===== src/rtl/uart_pkg.sv =====
// Shared UART definitions: frame state encoding and frame length, common to the tx and rx blocks.
package uart_pkg;

  typedef enum logic [2:0] {
    IDLE,
    START,
    DATA,
    PARITY,
    STOP
  } uart_state_e;

  localparam int FRAME_BITS = 11;

  function automatic logic even_parity(input logic [7:0] b);
    return ^b;
  endfunction

endpackage


===== src/rtl/uart_tx_fifo.sv =====
// Byte FIFO in front of the UART transmitter. Power-of-two depth, so the pointers wrap for free.
module uart_tx_fifo #(
  parameter  int DEPTH = 4,
  localparam int AW    = $clog2(DEPTH)
) (
  input  logic        clk,
  input  logic        rst_n,
  input  logic        push,
  input  logic        pop,
  input  logic [7:0]  wdata,
  output logic [7:0]  head,
  output logic [AW:0] count,
  output logic        full,
  output logic        empty
);

  logic [7:0]    mem [DEPTH];
  logic [AW-1:0] wr_ptr, rd_ptr;

  assign head  = mem[rd_ptr];
  assign full  = count == (AW+1)'(DEPTH);
  assign empty = count == '0;

  // The caller never pushes when full without popping, nor pops when empty.
  always_ff @(posedge clk or negedge rst_n) begin
    if (!rst_n) begin
      wr_ptr <= '0;
      rd_ptr <= '0;
      count  <= '0;
    end else begin
      if (push) wr_ptr <= wr_ptr + 1'b1;
      if (pop)  rd_ptr <= rd_ptr + 1'b1;
      case ({push, pop})
        2'b10:   count <= count + 1'b1;
        2'b01:   count <= count - 1'b1;
        default: ;
      endcase
    end
  end

  always_ff @(posedge clk) begin
    if (push) mem[wr_ptr] <= wdata;
  end

endmodule


===== src/rtl/uart_tx_fpga.sv =====
// UART transmitter with input FIFO: 8 data bits LSB first, even parity, one stop bit.
module uart_tx_fpga
  import uart_pkg::*;
#(
  parameter int clksPerBit = 234,
  parameter int fifoDepth  = 4
) (
  input  logic                       i_clkTx,
  input  logic                       i_resetN,
  input  logic                       i_txValid,
  input  logic [7:0]                 i_txByte,
  output logic                       o_txReady,
  output logic                       o_txBit,
  output logic                       o_txActive,
  output logic                       o_txDone,
  output logic [$clog2(fifoDepth):0] o_fifoCount
);

  localparam logic [7:0] CNT_MAX = 8'(clksPerBit - 1);

  uart_state_e state, state_n;
  logic [7:0]  cnt, cnt_n;
  logic [2:0]  idx, idx_n;
  logic [7:0]  sh, sh_n;
  logic        par, par_n;
  logic        bit_q, bit_n;
  logic        bit_end, pop, push, full, empty;
  logic [7:0]  head;

  assign bit_end    = cnt == CNT_MAX;
  // Popping on the last stop cycle chains frames back to back with no idle gap.
  assign pop        = !empty && (state == IDLE || (state == STOP && bit_end));
  assign push       = i_txValid && o_txReady;
  assign o_txReady  = !full || pop;
  assign o_txDone   = state == STOP && bit_end;
  assign o_txActive = state != IDLE;
  assign o_txBit    = bit_q;

  uart_tx_fifo #(.DEPTH(fifoDepth)) u_fifo (
    .clk   (i_clkTx),
    .rst_n (i_resetN),
    .push  (push),
    .pop   (pop),
    .wdata (i_txByte),
    .head  (head),
    .count (o_fifoCount),
    .full  (full),
    .empty (empty)
  );

  always_ff @(posedge i_clkTx or negedge i_resetN) begin
    if (!i_resetN) begin
      state <= IDLE;
      cnt   <= '0;
      idx   <= '0;
      sh    <= '0;
      par   <= 1'b0;
      bit_q <= 1'b1;
    end else begin
      state <= state_n;
      cnt   <= cnt_n;
      idx   <= idx_n;
      sh    <= sh_n;
      par   <= par_n;
      bit_q <= bit_n;
    end
  end

  always_comb begin
    state_n = state;
    cnt_n   = cnt;
    idx_n   = idx;
    sh_n    = sh;
    par_n   = par;
    bit_n   = bit_q;
    if (state != IDLE) cnt_n = bit_end ? '0 : cnt + 8'd1;
    case (state)
      IDLE: ;
      START:
        if (bit_end) begin
          state_n = DATA;
          idx_n   = '0;
          bit_n   = sh[0];
          sh_n    = sh >> 1;
        end
      DATA:
        if (bit_end) begin
          if (idx == 3'd7) begin
            state_n = PARITY;
            bit_n   = par;
          end else begin
            idx_n = idx + 3'd1;
            bit_n = sh[0];
            sh_n  = sh >> 1;
          end
        end
      PARITY:
        if (bit_end) begin
          state_n = STOP;
          bit_n   = 1'b1;
        end
      STOP:
        if (bit_end) begin
          state_n = IDLE;
          bit_n   = 1'b1;
        end
      default: state_n = IDLE;
    endcase
    // Parity is latched with the byte so later FIFO writes cannot disturb it.
    if (pop) begin
      state_n = START;
      cnt_n   = '0;
      idx_n   = '0;
      sh_n    = head;
      par_n   = even_parity(head);
      bit_n   = 1'b0;
    end
  end

endmodule


===== config.mk =====
export PLATFORM = sky130hd
export DESIGN_NAME = uart_tx_fpga
export DESIGN_NICKNAME = d
export VERILOG_FILES = /design/src/rtl/uart_pkg.sv /design/src/rtl/uart_tx_fifo.sv /design/src/rtl/uart_tx_fpga.sv
export SDC_FILE = /design/constraint.sdc
export NUM_CORES = 1
export LEC_CHECK = 0
export CAP_MARGIN = 20
export CORE_AREA = 10 10 80 82
export DETAILED_ROUTE_END_ITERATION = 16
export DIE_AREA = 0 0 90 92
export DONT_BUFFER_PORTS = 1
export PLACE_DENSITY_LB_ADDON = 0.05
export SETUP_SLACK_MARGIN = 0.2
export SLEW_MARGIN = 20
export SYNTH_ARGS = -nofsm -noshare
export SYNTH_HDL_FRONTEND = slang
export SYNTH_SLANG_ARGS = --single-unit

===== constraint.sdc =====
create_clock -name i_clkTx -period 2.5 [get_ports i_clkTx]
set_clock_uncertainty 0.15 [all_clocks]
set_input_delay 0.375 -clock i_clkTx [delete_from_list [all_inputs] [get_ports i_clkTx]]
set_output_delay 0.375 -clock i_clkTx [all_outputs]
set_load 0.02 [all_outputs]

==> impl_metrics.py <==
metrics = {
    "run_status": {
        "status": "finished clean",
    },
    "yosys": {
        "synth_fp_nets": 237,
        "yosysSeqAreaShare": 0.601,
        "synth_edf_count": 32,
        "async_flop_share": 0.492,
        "postSynthAreaPerCell_um2": 13.3,
        "netlist_instances": 217,
        "synth_area_um2": 2890,
        "synth_flop_cell": "edfxtp_1",
        "yosysWarnings": 0,
        "synthDistinctLibCells": 45,
        "ys_ff_latch": 63,
    },
    "floorplan": {
        "die_w_um": 90,
        "core-area_um2": 4910,
        "die_h_um": 92,
        "rows": 26,
        "dieArea_um2": 8280,
        "initial_core_util": 0.588,
        "io_pins": 18,
    },
    "timing": {
        "post-route-period-util": 0.916,
        "timing.final.max_slew_violations": 0,
        "tightest_slew_ps": 499,
        "timing.fmax_mhz": 437,
        "fin_ws_ps": 211,
        "relSlewSlack": 0.664,
        "rsz0062_at_grt": "yes",
        "setup_viol": 0,
        "finalCriticalPeriod_ps": 2290,
        "setup_tns_ps": 0,
        "final_hold_viol_count": 0,
    },
    "global_route": {
        "grt_pass1_vias": 1854,
        "grt_pass1_wl_um": 9160,
        "grt_overflow_total": 0,
        "grt_antenna_before_repair": 0,
        "grt_max_degree": 32,
        "grt.total_usage": 0.136,
    },
    "worst_setup_path": {
        "cp.arrival_ps": 1760,
        "critical_path_class": "register to output port",
        "cp.required_ps": 1980,
        "r2r_slack_ps": 280,
        "worstSetupEndpointType": "output port",
        "crit_fanout": 5,
        "startpoint_type": "register",
    },
    "clock_tree": {
        "root_buffer": "clkbuf_8",
        "clk_pin_slew_ps": 80,
        "clk-insertion-delay-late_ps": 340,
        "htreeDepth": 3,
        "cts_inserted_buffers": 9,
        "cts_buffer_depth": 2,
        "cts.sinks": 63,
        "cts_tree": "yes",
    },
    "power_and_ir_drop": {
        "ir_drop_mv": 0.643,
        "total_power_mw": 3.08,
        "p_leak_nw": 1.31,
        "power.density_nw_per_um2": 913,
    },
    "placed_design": {
        "placed_area_um2": 2970,
        "portBuffers": 0,
        "hpwl_um": 3680,
        "pre_cts_ws_ps": 106,
        "gp_congestion": 0.857,
    },
    "cells_and_area": {
        "layout.core_utilization": 0.686,
        "final_layout_size_suffix_gt1_frac": 0.212,
        "final_area_um2": 3370,
        "nets": 260,
        "antennaDiodeCount": 0,
        "area_growth_pct": 16.7,
        "fillers": 351,
    },
    "detailed_routing": {
        "dr.pass1.iters": 4,
        "postRouteWirelength_um": 5220,
        "avgRoutedWirePerCell_um": 16.6,
        "viasPerCell": 5.61,
        "drc": 0,
        "vias": 1766,
        "drtIter0Drc": 95,
        "ant_nets": 0,
    },
    "min_path": {
        "hp-class": "input port to register",
    },
    "job": {
        "maxCapViolations": 0,
    },
}
==> kinds of logic (layout without fill, tap and decap cells) <==
logic type	count (synthesis)	in the layout	synth area share
muxes	18	18	0.0978
buffers and inverters	15	43	0.0277
AOI/OAI and AO/OA	37	37	0.0844
xor gates and xnor gates	16	16	0.0485
adders and majority gates	9	9	0.0416
and+or+nand+nor	59	59	0.0987
DFF	63	63	0.601
==> final cells by class <==
type,instances,area [um^2],area share
flip-flops and latches,63,1740,0.515
multi-input cells,139,1110,0.328
repair buffers,20,185,0.0549
clock buffers,9,124,0.0367
clock inverters,7,104,0.0308
well taps,70,87.6,0.0260
inverters,7,26.3,0.00779
==> final timing paths <==
| path | cells past startpoint | endpoint | from |
|---|---|---|---|
| worst max register to register | 7 | u_fifo.mem[0][1] | cnt[1] |
| max in group asynchronous | 2 | o_txBit | i_resetN |
| worst min register to register | 2 | sh[7] | sh[7] |
| worst max-delay path | 5 | o_txReady | cnt[0] |
| min in group asynchronous | 2 | idx[0] | i_resetN |
| worst min-delay path | 3 | u_fifo.count[2] | i_txValid |
==> registers in the layout, indices dropped and copies added (netlist names) <==
register / count
sh: 8
u_fifo.wr_ptr: 2
cnt: 8
par: 1
u_fifo.mem: 32
state: 3
idx: 3
u_fifo.count: 3
u_fifo.rd_ptr: 2
o_txBit: 1
==> cells in the final DEF (no fill, tap or decap), types with 2 or more instances in the layout <==
master,netlist,layout
a21oi_1,10,10
a32o_1,2,2
and2_2,0,4
buf_4,0,10
bufinv_16,0,2
clkbuf_8,1,9
clkinv_4,0,3
dfrtp_1,30,30
dlygate4sd3_1,0,9
edfxtp_1,32,32
ha_1,8,8
inv_1,7,7
inv_6,0,2
mux2_2,2,2
mux2i_1,8,8
mux4_2,8,8
nand2_1,11,11
nand2b_1,2,2
nand3_1,5,5
nand3b_1,2,2
nand4b_1,2,2
nor2_1,23,21
nor2_4,0,2
nor3_1,2,2
o2111ai_1,2,2
o21ai_0,9,9
o21ai_1,2,2
or3_1,3,3
xnor2_1,12,12
xor2_1,4,4
==> what timing repair did <==
| item | CTS | global route |
|---|---|---|
| endpoints found under the hold margin | 63 | 0 |
| pin swaps | 0 | 2 |
| setup endpoints to repair | 34 | 35 |
| hold buffers | 10 | 0 |
| gates resized for setup | 5 | 6 |
| setup buffers | 0 | 4 |
==> layer usage <==
metal  up-vias  GRT usage  share of wire
met4         0     0.0756          0.021
met1       871      0.168           0.44
met5         -          0              0
li1        846          -              -
met3        11     0.0367          0.047
met2        38      0.214           0.49
==> cells in the mapped netlist, drive strengths merged (2+ instances only) <==
| library cell | instances | area share |
|---|---|---|
| nor3 | 2 | 0.0035 |
| clkbuf | 2 | 0.0061 |
| nand2b | 2 | 0.0043 |
| mux2i | 8 | 0.028 |
| a32o | 2 | 0.0069 |
| nand3 | 5 | 0.0087 |
| a21oi | 11 | 0.020 |
| o2111ai | 2 | 0.0061 |
| nand2 | 11 | 0.014 |
| nand3b | 2 | 0.0052 |
| xor2 | 4 | 0.012 |
| o21ai | 12 | 0.022 |
| or3 | 3 | 0.0065 |
| dfrtp | 30 | 0.26 |
| ha | 8 | 0.035 |
| buf | 6 | 0.013 |
| and2 | 5 | 0.011 |
| nor2 | 23 | 0.030 |
| edfxtp | 32 | 0.33 |
| mux2 | 2 | 0.0078 |
| mux4 | 8 | 0.062 |
| xnor2 | 12 | 0.036 |
| inv | 7 | 0.0091 |
| nand4b | 2 | 0.0061 |
==> worst max-delay path, cell delays in order (launching register included) <==
cell	delay, ps
dfrtp_1	430
ha_1	220
nand3b_1	230
o21ai_4	100
a21oi_2	270
inv_1	180
==> power breakdown <==
part           total [mW]  switching, mW  internal (mW)
sequential           1.47          0.156           1.32
combinational       0.613          0.329          0.284
clock               0.995          0.422          0.573
total                3.08          0.907           2.17
==> per-stage QoR <==
stage / hold slack [ps] / instances
finish: 202 / 315
global route: 235 / 315
CTS: 204 / 311
detailed placement: -69.4 / 285
global placement: -69.6 / 285
floorplan: -70.6 / 217
Note: power is estimated with default switching activity, not from simulation.
